`config.mk`:
```
export PLATFORM = sky130hd
export DESIGN_NAME = sccb_request_arbiter
export DESIGN_NICKNAME = d
export VERILOG_FILES = /design/src/rtl/camera_pkg.sv /design/src/rtl/sccb_request_arbiter_rr_pick.sv /design/src/rtl/sccb_request_arbiter.sv
export SDC_FILE = /design/constraint.sdc
export NUM_CORES = 1
export LEC_CHECK = 0
export BUFFER_PORTS_ARGS = -buffer_cell sky130_fd_sc_hd__buf_2
export CORE_ASPECT_RATIO = 1.5
export CORE_MARGIN = 2
export CORE_UTILIZATION = 37
export DETAILED_ROUTE_END_ITERATION = 8
export PLACE_DENSITY = 0.68
export RECOVER_POWER = 25
export SLEW_MARGIN = 20
export SYNTH_ARGS = -nofsm -noshare
export SYNTH_HDL_FRONTEND = slang
export SYNTH_HIERARCHICAL = 1
export SYNTH_SLANG_ARGS = --single-unit
export TNS_END_PERCENT = 20
```
`constraint.sdc`:
```
create_clock -name clk -period 5.5 [get_ports clk]
set_clock_uncertainty 0.1 [all_clocks]
set_input_delay 0.275 -clock clk [delete_from_list [all_inputs] [get_ports clk]]
set_output_delay 0.275 -clock clk [all_outputs]
set_load 0.05 [all_outputs]
```
`src/rtl/camera_pkg.sv`:
```
// Shared definitions for the camera control slice: SCCB field widths and
// the request-arbiter state encoding.
package camera_pkg;

    localparam int SCCB_ADDR_W = 8;
    localparam int SCCB_DATA_W = 8;

    localparam logic [1:0] STATE_IDLE      = 2'd0;
    localparam logic [1:0] STATE_ISSUE     = 2'd1;
    localparam logic [1:0] STATE_WAIT_BUSY = 2'd2;
    localparam logic [1:0] STATE_WAIT_DONE = 2'd3;

    typedef enum logic [1:0] {
        IDLE      = STATE_IDLE,
        ISSUE     = STATE_ISSUE,
        WAIT_BUSY = STATE_WAIT_BUSY,
        WAIT_DONE = STATE_WAIT_DONE
    } arb_state_t;

endpackage

```
`src/rtl/sccb_request_arbiter_rr_pick.sv`:
```
// Combinational round-robin selector: first asserted request searching
// upward from last+1, wrapping modulo NUM_REQ.
module rr_pick #(
    parameter int NUM_REQ = 2,
    parameter int IDX_W   = $clog2(NUM_REQ)
) (
    input  logic [NUM_REQ-1:0] req,
    input  logic [IDX_W-1:0]   last,
    output logic [NUM_REQ-1:0] pick,
    output logic [IDX_W-1:0]   pick_idx
);

    logic [IDX_W-1:0] cand;

    // Walk from the farthest candidate to the nearest so the nearest hit wins.
    always_comb begin
        pick     = '0;
        pick_idx = '0;
        cand     = '0;
        for (int off = NUM_REQ; off >= 1; off--) begin
            cand = IDX_W'((int'(last) + off) % NUM_REQ);
            if (req[cand]) begin
                pick       = '0;
                pick[cand] = 1'b1;
                pick_idx   = cand;
            end
        end
    end

endmodule

```
`src/rtl/sccb_request_arbiter.sv`:
```
// Round-robin arbiter sharing one SCCB write engine between NUM_REQ
// requesters, with a per-transaction watchdog.
module sccb_request_arbiter
    import camera_pkg::*;
#(
    parameter int NUM_REQ        = 2,
    parameter int TIMEOUT_CYCLES = 200000
) (
    input  logic                           clk,
    input  logic                           rst_n,
    input  logic                           clk_en,
    input  logic [NUM_REQ-1:0]             req,
    input  logic [NUM_REQ*SCCB_ADDR_W-1:0] req_addr,
    input  logic [NUM_REQ*SCCB_DATA_W-1:0] req_data,
    output logic [NUM_REQ-1:0]             ack,
    output logic                           ack_err,
    output logic [NUM_REQ-1:0]             grant,
    output logic                           busy,
    output logic                           timeout_sticky,
    input  logic                           sccb_ready,
    output logic                           sccb_start,
    output logic [SCCB_ADDR_W-1:0]         sccb_addr,
    output logic [SCCB_DATA_W-1:0]         sccb_data
);

    localparam int IDX_W = $clog2(NUM_REQ);
    localparam int WD_W  = $clog2(TIMEOUT_CYCLES + 1);
    localparam logic [WD_W-1:0] WD_LIMIT = WD_W'(TIMEOUT_CYCLES);

    arb_state_t             state;
    logic [IDX_W-1:0]       last;
    logic [IDX_W-1:0]       owner;
    logic [WD_W-1:0]        wd;
    logic [WD_W-1:0]        wd_next;
    logic [NUM_REQ-1:0]     pick;
    logic [IDX_W-1:0]       pick_idx;
    logic [SCCB_ADDR_W-1:0] sel_addr;
    logic [SCCB_DATA_W-1:0] sel_data;
    logic                   in_wait;
    logic                   done_ok;
    logic                   advance;
    logic                   abort;

    rr_pick #(
        .NUM_REQ (NUM_REQ),
        .IDX_W   (IDX_W)
    ) u_rr_pick (
        .req      (req),
        .last     (last),
        .pick     (pick),
        .pick_idx (pick_idx)
    );

    always_comb begin
        sel_addr = '0;
        sel_data = '0;
        for (int i = 0; i < NUM_REQ; i++) begin
            if (pick[i]) begin
                sel_addr = req_addr[i*SCCB_ADDR_W +: SCCB_ADDR_W];
                sel_data = req_data[i*SCCB_DATA_W +: SCCB_DATA_W];
            end
        end
    end

    // Watchdog saturates at the limit; normal completion beats a same-edge timeout.
    assign wd_next = (wd == WD_LIMIT) ? wd : wd + 1'b1;
    assign in_wait = (state == WAIT_BUSY) || (state == WAIT_DONE);
    assign done_ok = (state == WAIT_DONE) && sccb_ready;
    assign advance = (state == WAIT_BUSY) && !sccb_ready;
    assign abort   = in_wait && !done_ok && !advance && (wd_next == WD_LIMIT);

    always_ff @(posedge clk or negedge rst_n) begin
        if (!rst_n) begin
            state          <= IDLE;
            last           <= IDX_W'(NUM_REQ - 1);
            owner          <= '0;
            wd             <= '0;
            grant          <= '0;
            ack            <= '0;
            ack_err        <= 1'b0;
            busy           <= 1'b0;
            timeout_sticky <= 1'b0;
            sccb_start     <= 1'b0;
            sccb_addr      <= '0;
            sccb_data      <= '0;
        end else if (clk_en) begin
            ack        <= '0;
            ack_err    <= 1'b0;
            sccb_start <= 1'b0;
            unique case (state)
                IDLE: begin
                    if (|req && sccb_ready) begin
                        grant     <= pick;
                        owner     <= pick_idx;
                        sccb_addr <= sel_addr;
                        sccb_data <= sel_data;
                        busy      <= 1'b1;
                        state     <= ISSUE;
                    end
                end
                ISSUE: begin
                    sccb_start <= 1'b1;
                    wd         <= '0;
                    state      <= WAIT_BUSY;
                end
                WAIT_BUSY, WAIT_DONE: begin
                    if (done_ok || abort) begin
                        ack     <= grant;
                        ack_err <= abort;
                        last    <= owner;
                        grant   <= '0;
                        busy    <= 1'b0;
                        state   <= IDLE;
                        if (abort) begin
                            timeout_sticky <= 1'b1;
                        end
                    end else begin
                        wd <= wd_next;
                        if (advance) begin
                            state <= WAIT_DONE;
                        end
                    end
                end
            endcase
        end
    end

endmodule
```
==> summary.txt, run 1 <==
Status = complete, but fails checks
Failing checks = capacitance limit, slew limit
H-tree levels = 2
# setup viols final = 0
Post-route ant nets = 0
CP required = 5.60 ns
Area grow syn2layout = 15.6%
Syn nets = 344
Top FF cell, synth = dfrtp_1
Num ports = 62
Critical Path Slowest Stage Cell = a211oi_2
Clock power frac = 0.189
Total gr overflow = 0
DIE WIDTH = 73.7 um
Overall routing resource usage = 0.190
Largest net degree at the start of global routing = 47
FILL cells = 710
Critical Path Fanout Max = 17
Final Max Tran Viols = 47
Sequential share of power = 0.395
Vias post-DR = 2546
Die ar. = 8000 sq um
Crit Path Category = reg -> reg
Yosys warning count = 6
Total CTS buffers = 5
Syn Area/Cell = 8.87 sq um
Sw Share = 0.456
CTS Buffer Depth = 2
Peak VDD IR = 0.000334 V
Cell leakage power = 1.45 nW
Input/output buffers = 61
Number of vias per cell = 5.87
Non-Filler Instances = 434
Worst-path cell chain = nand4_1 > nor3_4 > nand4_1 > a32oi_1 > and4b_4 > a211oi_2 > a21oi_1 > mux2_2
Reg area = 1150 sq um
Setup WS post-layout = 1.82 ns
WL/cell = 16.0 um
EDFF count, synth = 0
Total core area = 7130 sq um
Sw Pwr = 622 uW
Final period utilization = 0.669
Crit-path most repeated cell = nand4_1
Tmin final = 3.68 ns
Site row count = 38
Register area share after synthesis = 0.428
Root Buffer = clkbuf_8
Hold Path Class = in -> reg
First-pass GRT wire length = 11800 um
Int Power = 742 uW
Asr flop ratio synth = 1.00
Combinational fraction of design power = 0.415
Worst-Skew Late Latency = 0.31 ns
Max Cap Violations = 1
RSZ-0062 raised after global routing = no
CP Capture Type = register
Clock slew at reported path FFs = 0.09 ns
Most common cell after layout, fill and taps aside = buf_2
CTS tree = done
Crit path launch type = register
#FFs+latches synth = 46
Least-Margin Pin Slew = 2.50 ns
Crit-path max cell delay = 0.84 ns
Critical Path AT = 3.78 ns
Drt total wl = 6950 um
Share of layout cells above drive strength 1 = 0.243
Vias in the first global route = 2600
Highest-count cells in the layout ignoring fill and taps = 60 x buf_2, 45 x dfrtp_1, 33 x nand2_1, 33 x o21ai_0, 18 x nor2_1
Post-CTS Resized = 0
Final Hold Fails = 0
Antenna fix cells = 0
Library cells used by synthesis = 58
Die height = 109 um
Synth Cell Area = 2700 sq um
Placed cells = 425
DRT iter0 DRCs = 206
DRC errors left = 0
Hpwl dp = 5110 um
Multi-input gate area = 1370 sq um
Initial antenna violation count = 0
Setup Total Neg Slack = 0 ns
Sink Count = 46
GPL Wtd Cong = 0.924
Fmax = 272 MHz
Pwr Density = 438 nW/um^2
Initial core utilization = 0.378
Mapped Cells = 304
DRT Pass-1 Iters = 4
Layout Nets = 393
Max-slew headroom = -0.664
Pre-CTS worst setup slack = 1.87 ns
[layout make-up]
| class | count | share of cell area |
|---|---|---|
| multi-input cells | 221 | 0.440 |
| flip-flops and latches | 46 | 0.370 |
| repair buffers | 63 | 0.103 |
| well taps | 80 | 0.0321 |
| clock buffers | 6 | 0.0233 |
| inverters | 16 | 0.0193 |
| clock inverters | 2 | 0.0121 |
[worst max-delay path, delay by kind of cell (launching register included)]
family,cells,cell delay (ns)
AO/OA/AOI/OAI,3,1.23
flip-flops,1,0.50
multiplexers,1,0.31
AND/OR/NAND/NOR,4,1.42
[through the flow]
step / hold slack [ns] / power (mW) / utilization / area (sq um)
after floorplan: -0.121 / 0.962 / - / 2700
after detailed placement: 0.353 / 1.11 / 0.420 / 2990
after global routing: 0.162 / 1.45 / 0.437 / 3110
final: 0.147 / 1.36 / 0.437 / 3110
after CTS: 0.0798 / 1.37 / 0.435 / 3100
after global placement: 0.349 / 1.09 / 0.420 / 2990
[flip-flops by register name, summed over array words and instances, names as in the netlist]
register / flops
wd: 18
timeout_sticky: 1
owner: 1
sccb_addr: 8
sccb_start: 1
last: 1
grant: 2
ack_err: 1
ack: 2
busy: 1
sccb_data: 8
state: 2
[logic make-up (layout without fill, tap and decap cells)]
| family | after synthesis | after routing | synth area share |
|---|---|---|---|
| flip-flops | 46 | 46 | 0.428 |
| buffers and inverters | 37 | 87 | 0.0650 |
| multiplexers | 6 | 6 | 0.0237 |
| adder cells (fa/ha/maj) | 2 | 2 | 0.00928 |
| AO/OA/AOI/OAI | 100 | 100 | 0.247 |
| XOR/XNOR | 2 | 2 | 0.00650 |
| AND/OR/NAND/NOR | 111 | 111 | 0.221 |
[synthesized netlist by cell type (5+ instances only)]
cell,count,area share
nand4_1,8,0.019
o21ai_0,33,0.061
dfrtp_1,45,0.42
nor2_1,18,0.025
or3_1,6,0.014
a21oi_1,16,0.030
nand3_1,8,0.015
a22oi_1,14,0.039
nand2_1,34,0.047
inv_1,16,0.022
a22o_1,5,0.016
nor3_1,7,0.013
and3_1,7,0.016
clkbuf_1,11,0.015
[power groups by stage]
stage,combinational (mW),sequential (mW),clock (mW)
6_report,0.567,0.539,0.258
2_1_floorplan,0.267,0.695,0
3_3_place_gp,0.557,0.536,0
4_1_cts,0.568,0.537,0.265
3_5_place_dp,0.568,0.542,0
5_1_grt,0.618,0.555,0.280
[final timing paths]
| check | cells past startpoint | slack [ns] | startpoint | to |
|---|---|---|---|---|
| worst min register to register | 1 | 0.37 | timeout_sticky | timeout_sticky |
| worst max register to register | 8 | 1.82 | wd[4] | wd[0] |
| max in group asynchronous | 2 | 2.71 | rst_n | state[0] |
| worst min-delay path | 3 | 0.15 | req_addr[12] | sccb_addr[4] |
| worst max-delay path | 8 | 1.82 | wd[4] | wd[0] |
| min in group asynchronous | 2 | 1.18 | rst_n | wd[3] |
[what timing repair did]
item	4_1_cts	5_1_grt
setup buffers	0	0
hold endpoints to repair	0	45
hold buffers	0	1
[metal layers]
layer | vias to the layer above | share of wire | track usage | wire, um
li1 | 1207 | - | - | -
met1 | 1196 | 0.37 | 0.209 | 2550
met2 | 115 | 0.52 | 0.324 | 3620
met3 | 28 | 0.068 | 0.0475 | 470
met4 | 0 | 0.044 | 0.112 | 309
met5 | - | 0 | 0 | 0
No activity file was read; power rests on OpenSTA's default activity.
==> run 2: changes to the inputs <==
==> constraint.sdc (replaced) <==
create_clock -name clk -period 3.65 [get_ports clk]
set_clock_uncertainty 0.1 [all_clocks]
set_input_delay 0.1825 -clock clk [delete_from_list [all_inputs] [get_ports clk]]
set_output_delay 0.1825 -clock clk [all_outputs]
set_load 0.05 [all_outputs]
==> run 2 against run 1 <==
The flow still finishes with violations (capacitance limit, slew limit). Register-to-register slack got worse by 1.4 ns. Combinational power increased by 53%. Largest power group unchanged. Routed wire length increased by 1.3%. Flip-flop and latch count unchanged. Clock-buffer cell count unchanged. Global-route usage decreased by 0.27 points.
==> summary.txt, run 2 (synthesized netlist as in run 1, its figures left out) <==
Area grow syn2layout = 16.6%
Max-slew headroom = -0.721 (-0.0569)
Post-layout instance area = 3140 sq um (+0.88%)
Final Max Tran Viols = 47 (unchanged)
Share of layout cells above drive strength 1 = 0.249 (+0.00567)
Clock slew at reported path FFs = 0.09 ns (about the same)
Max reg flops = 18 (unchanged)
Max Cap Violations = 1 (unchanged)
Number of vias per cell = 5.79 (-1.2%)
Initial core utilization = 0.378 (unchanged)
CTS Buffer Depth = 2 (unchanged)
Cell count of the worst reg-to-reg path = 8 (unchanged)
Tmin final = 3.19 ns (-0.486 ns)
Worst-path cell chain = nand4_1 > nor3_4 > xnor2_1 > a2111oi_2 > and4b_4 > a211o_1 > nand2_1 > o21ai_0
Final Hold Fails = 0 (unchanged)
Die ar. = 8000 sq um (unchanged)
DRT Pass-1 Iters = 4 (unchanged)
Layout Nets = 397 (+1.0%)
CP startpoint = wd[2]
Critical R2R Launch = wd[2]
Initial antenna violation count = 0 (unchanged)
Top Registers = wd x18, sccb_addr x8, sccb_data x8
Total CTS buffers = 5 (unchanged)
Total gr overflow = 0 (unchanged)
Crit-path max cell delay = 0.56 ns (-0.28 ns)
Vias post-DR = 2538 (-0.31%)
Critical Path Slowest Stage Cell = dfrtp_1
Largest register by flop count = wd
Hold Path Class = in -> reg
Pwr Density = 660 nW/um^2 (+51%)
Die height = 109 um (unchanged)
Cell Area, Placed = 3020 sq um (+1.0%)
CTS tree = done
Worst-Skew Late Latency = 0.31 ns (about the same)
Cts hold-fix bufs = 0 (unchanged)
Crit path launch type = register
DRT iter0 DRCs = 217 (+5.3%)
Largest net degree at the start of global routing = 47 (unchanged)
Sink Count = 46 (unchanged)
CP Capture Type = register
Input/output buffers = 61 (unchanged)
Highest-count cells in the layout ignoring fill and taps = 60 x buf_2, 45 x dfrtp_1, 34 x nand2_1
Most common cell after layout, fill and taps aside = buf_2
Crit Path Category = reg -> reg
WL/cell = 16.1 um (+0.33%)
Post-route ant nets = 0 (unchanged)
RSZ-0062 raised after global routing = no
GPL Wtd Cong = 0.960 (+4.0%)
Total core area = 7130 sq um (unchanged)
Root Buffer = clkbuf_8
Status = complete, but fails checks
# setup viols final = 0 (unchanged)
Least-Margin Pin Slew = 2.58 ns (+0.0854 ns)
Failing checks = capacitance limit, slew limit
Cell leakage power = 1.47 nW (+1.3%)
Final period utilization = 0.875 (+0.206)
Site row count = 38 (unchanged)
Critical Path AT = 3.31 ns (-0.47 ns)
Vias in the first global route = 2500 (-3.8%)
Peak VDD IR = 0.000400 V (+20%)
Num ports = 62 (unchanged)
Overall routing resource usage = 0.188 (-0.00274)
Setup WS post-layout = 0.457 ns (-1.36 ns)
Post-CTS Resized = 0 (unchanged)
Fmax = 313 MHz (+15%)
DIE WIDTH = 73.7 um (unchanged)
Hold WS = 0.0619 ns (-0.0848 ns)
Total Power = 2.07 mW (+52%)
First-pass GRT wire length = 11700 um (-0.64%)
Pre-CTS worst setup slack = 0.487 ns (-1.38 ns)
R2r endpoint = wd[3]
Critical path destination = wd[3]
H-tree levels = 2 (unchanged)
DRC errors left = 0 (unchanged)
Setup Total Neg Slack = 0 ns (unchanged)
CP required = 3.77 ns (-1.83 ns)
FF-to-FF setup slack = 0.46 ns (-1.36 ns)
Hpwl dp = 5130 um (+0.41%)
Post CTS Setup Buffer Count = 0 (unchanged)
Drt total wl = 7030 um (+1.3%)
Critical Path Fanout Max = 12 (-5)
Antenna fix cells = 0 (unchanged)
## run 2: cell types whose count changed in the layout (fill, tap and decap cells not counted)
| cell | delta |
|---|---|
| nand2_1 | +1 |
| nand2_2 | -1 |
| buf_4 | +4 |
## run 2: worst max-delay path: cells and delay by family (launching register included)
kind            cells  cell delay (ns)
xor+xnor            1             0.15
simple gates        4             1.43
compound gates      3             0.86
flops               1             0.56
## run 2: power breakdown
group	leakage, nW	internal, mW	switching [mW]
logic	0.810	0.266	0.601
clock network	0.0514	0.205	0.188
registers	0.608	0.656	0.160
total	1.47	1.13	0.949
## run 2: cell type report
type | instances | area (sq um)
Inverter | 16 | 60.1
Fill cell | 695 | 3990
Sequential cell | 46 | 1150
Clock inverter | 2 | 37.5
Tap cell | 80 | 100
Clock buffer | 6 | 72.6
Timing Repair Buffer | 67 | 352
Multi-Input combinational cell | 221 | 1370
## run 2: how the worst min path moves through the flow
stage / cells after the start / end / from / slack [ns]
2_1_floorplan: 0 / ack[0] / rst_n / -0.21
3_3_place_gp: 1 / wd[3] / rst_n / 0.33
3_5_place_dp: 1 / wd[0] / rst_n / 0.34
4_1_cts: 1 / wd[0] / rst_n / 0.007
5_1_grt: 2 / state[0] / clk_en / 0.07
6_report: 3 / sccb_data[0] / req_data[0] / 0.06
## run 2: metal layers
layer | vias to the layer above | routed length [um] | GRT usage
li1 | 1218 | - | -
met1 | 1187 | 2850 | 0.218
met2 | 111 | 3550 | 0.321
met3 | 22 | 372 | 0.0363
met4 | 0 | 267 | 0.0948
met5 | - | 0 | 0
## run 2: per-stage QoR
| stage | utilization | instances |
|---|---|---|
| after floorplan | - | 304 |
| after global placement | 0.424 | 429 |
| after detailed placement | 0.424 | 429 |
| after CTS | 0.439 | 437 |
| after global routing | 0.441 | 438 |
| final | 0.441 | 438 |
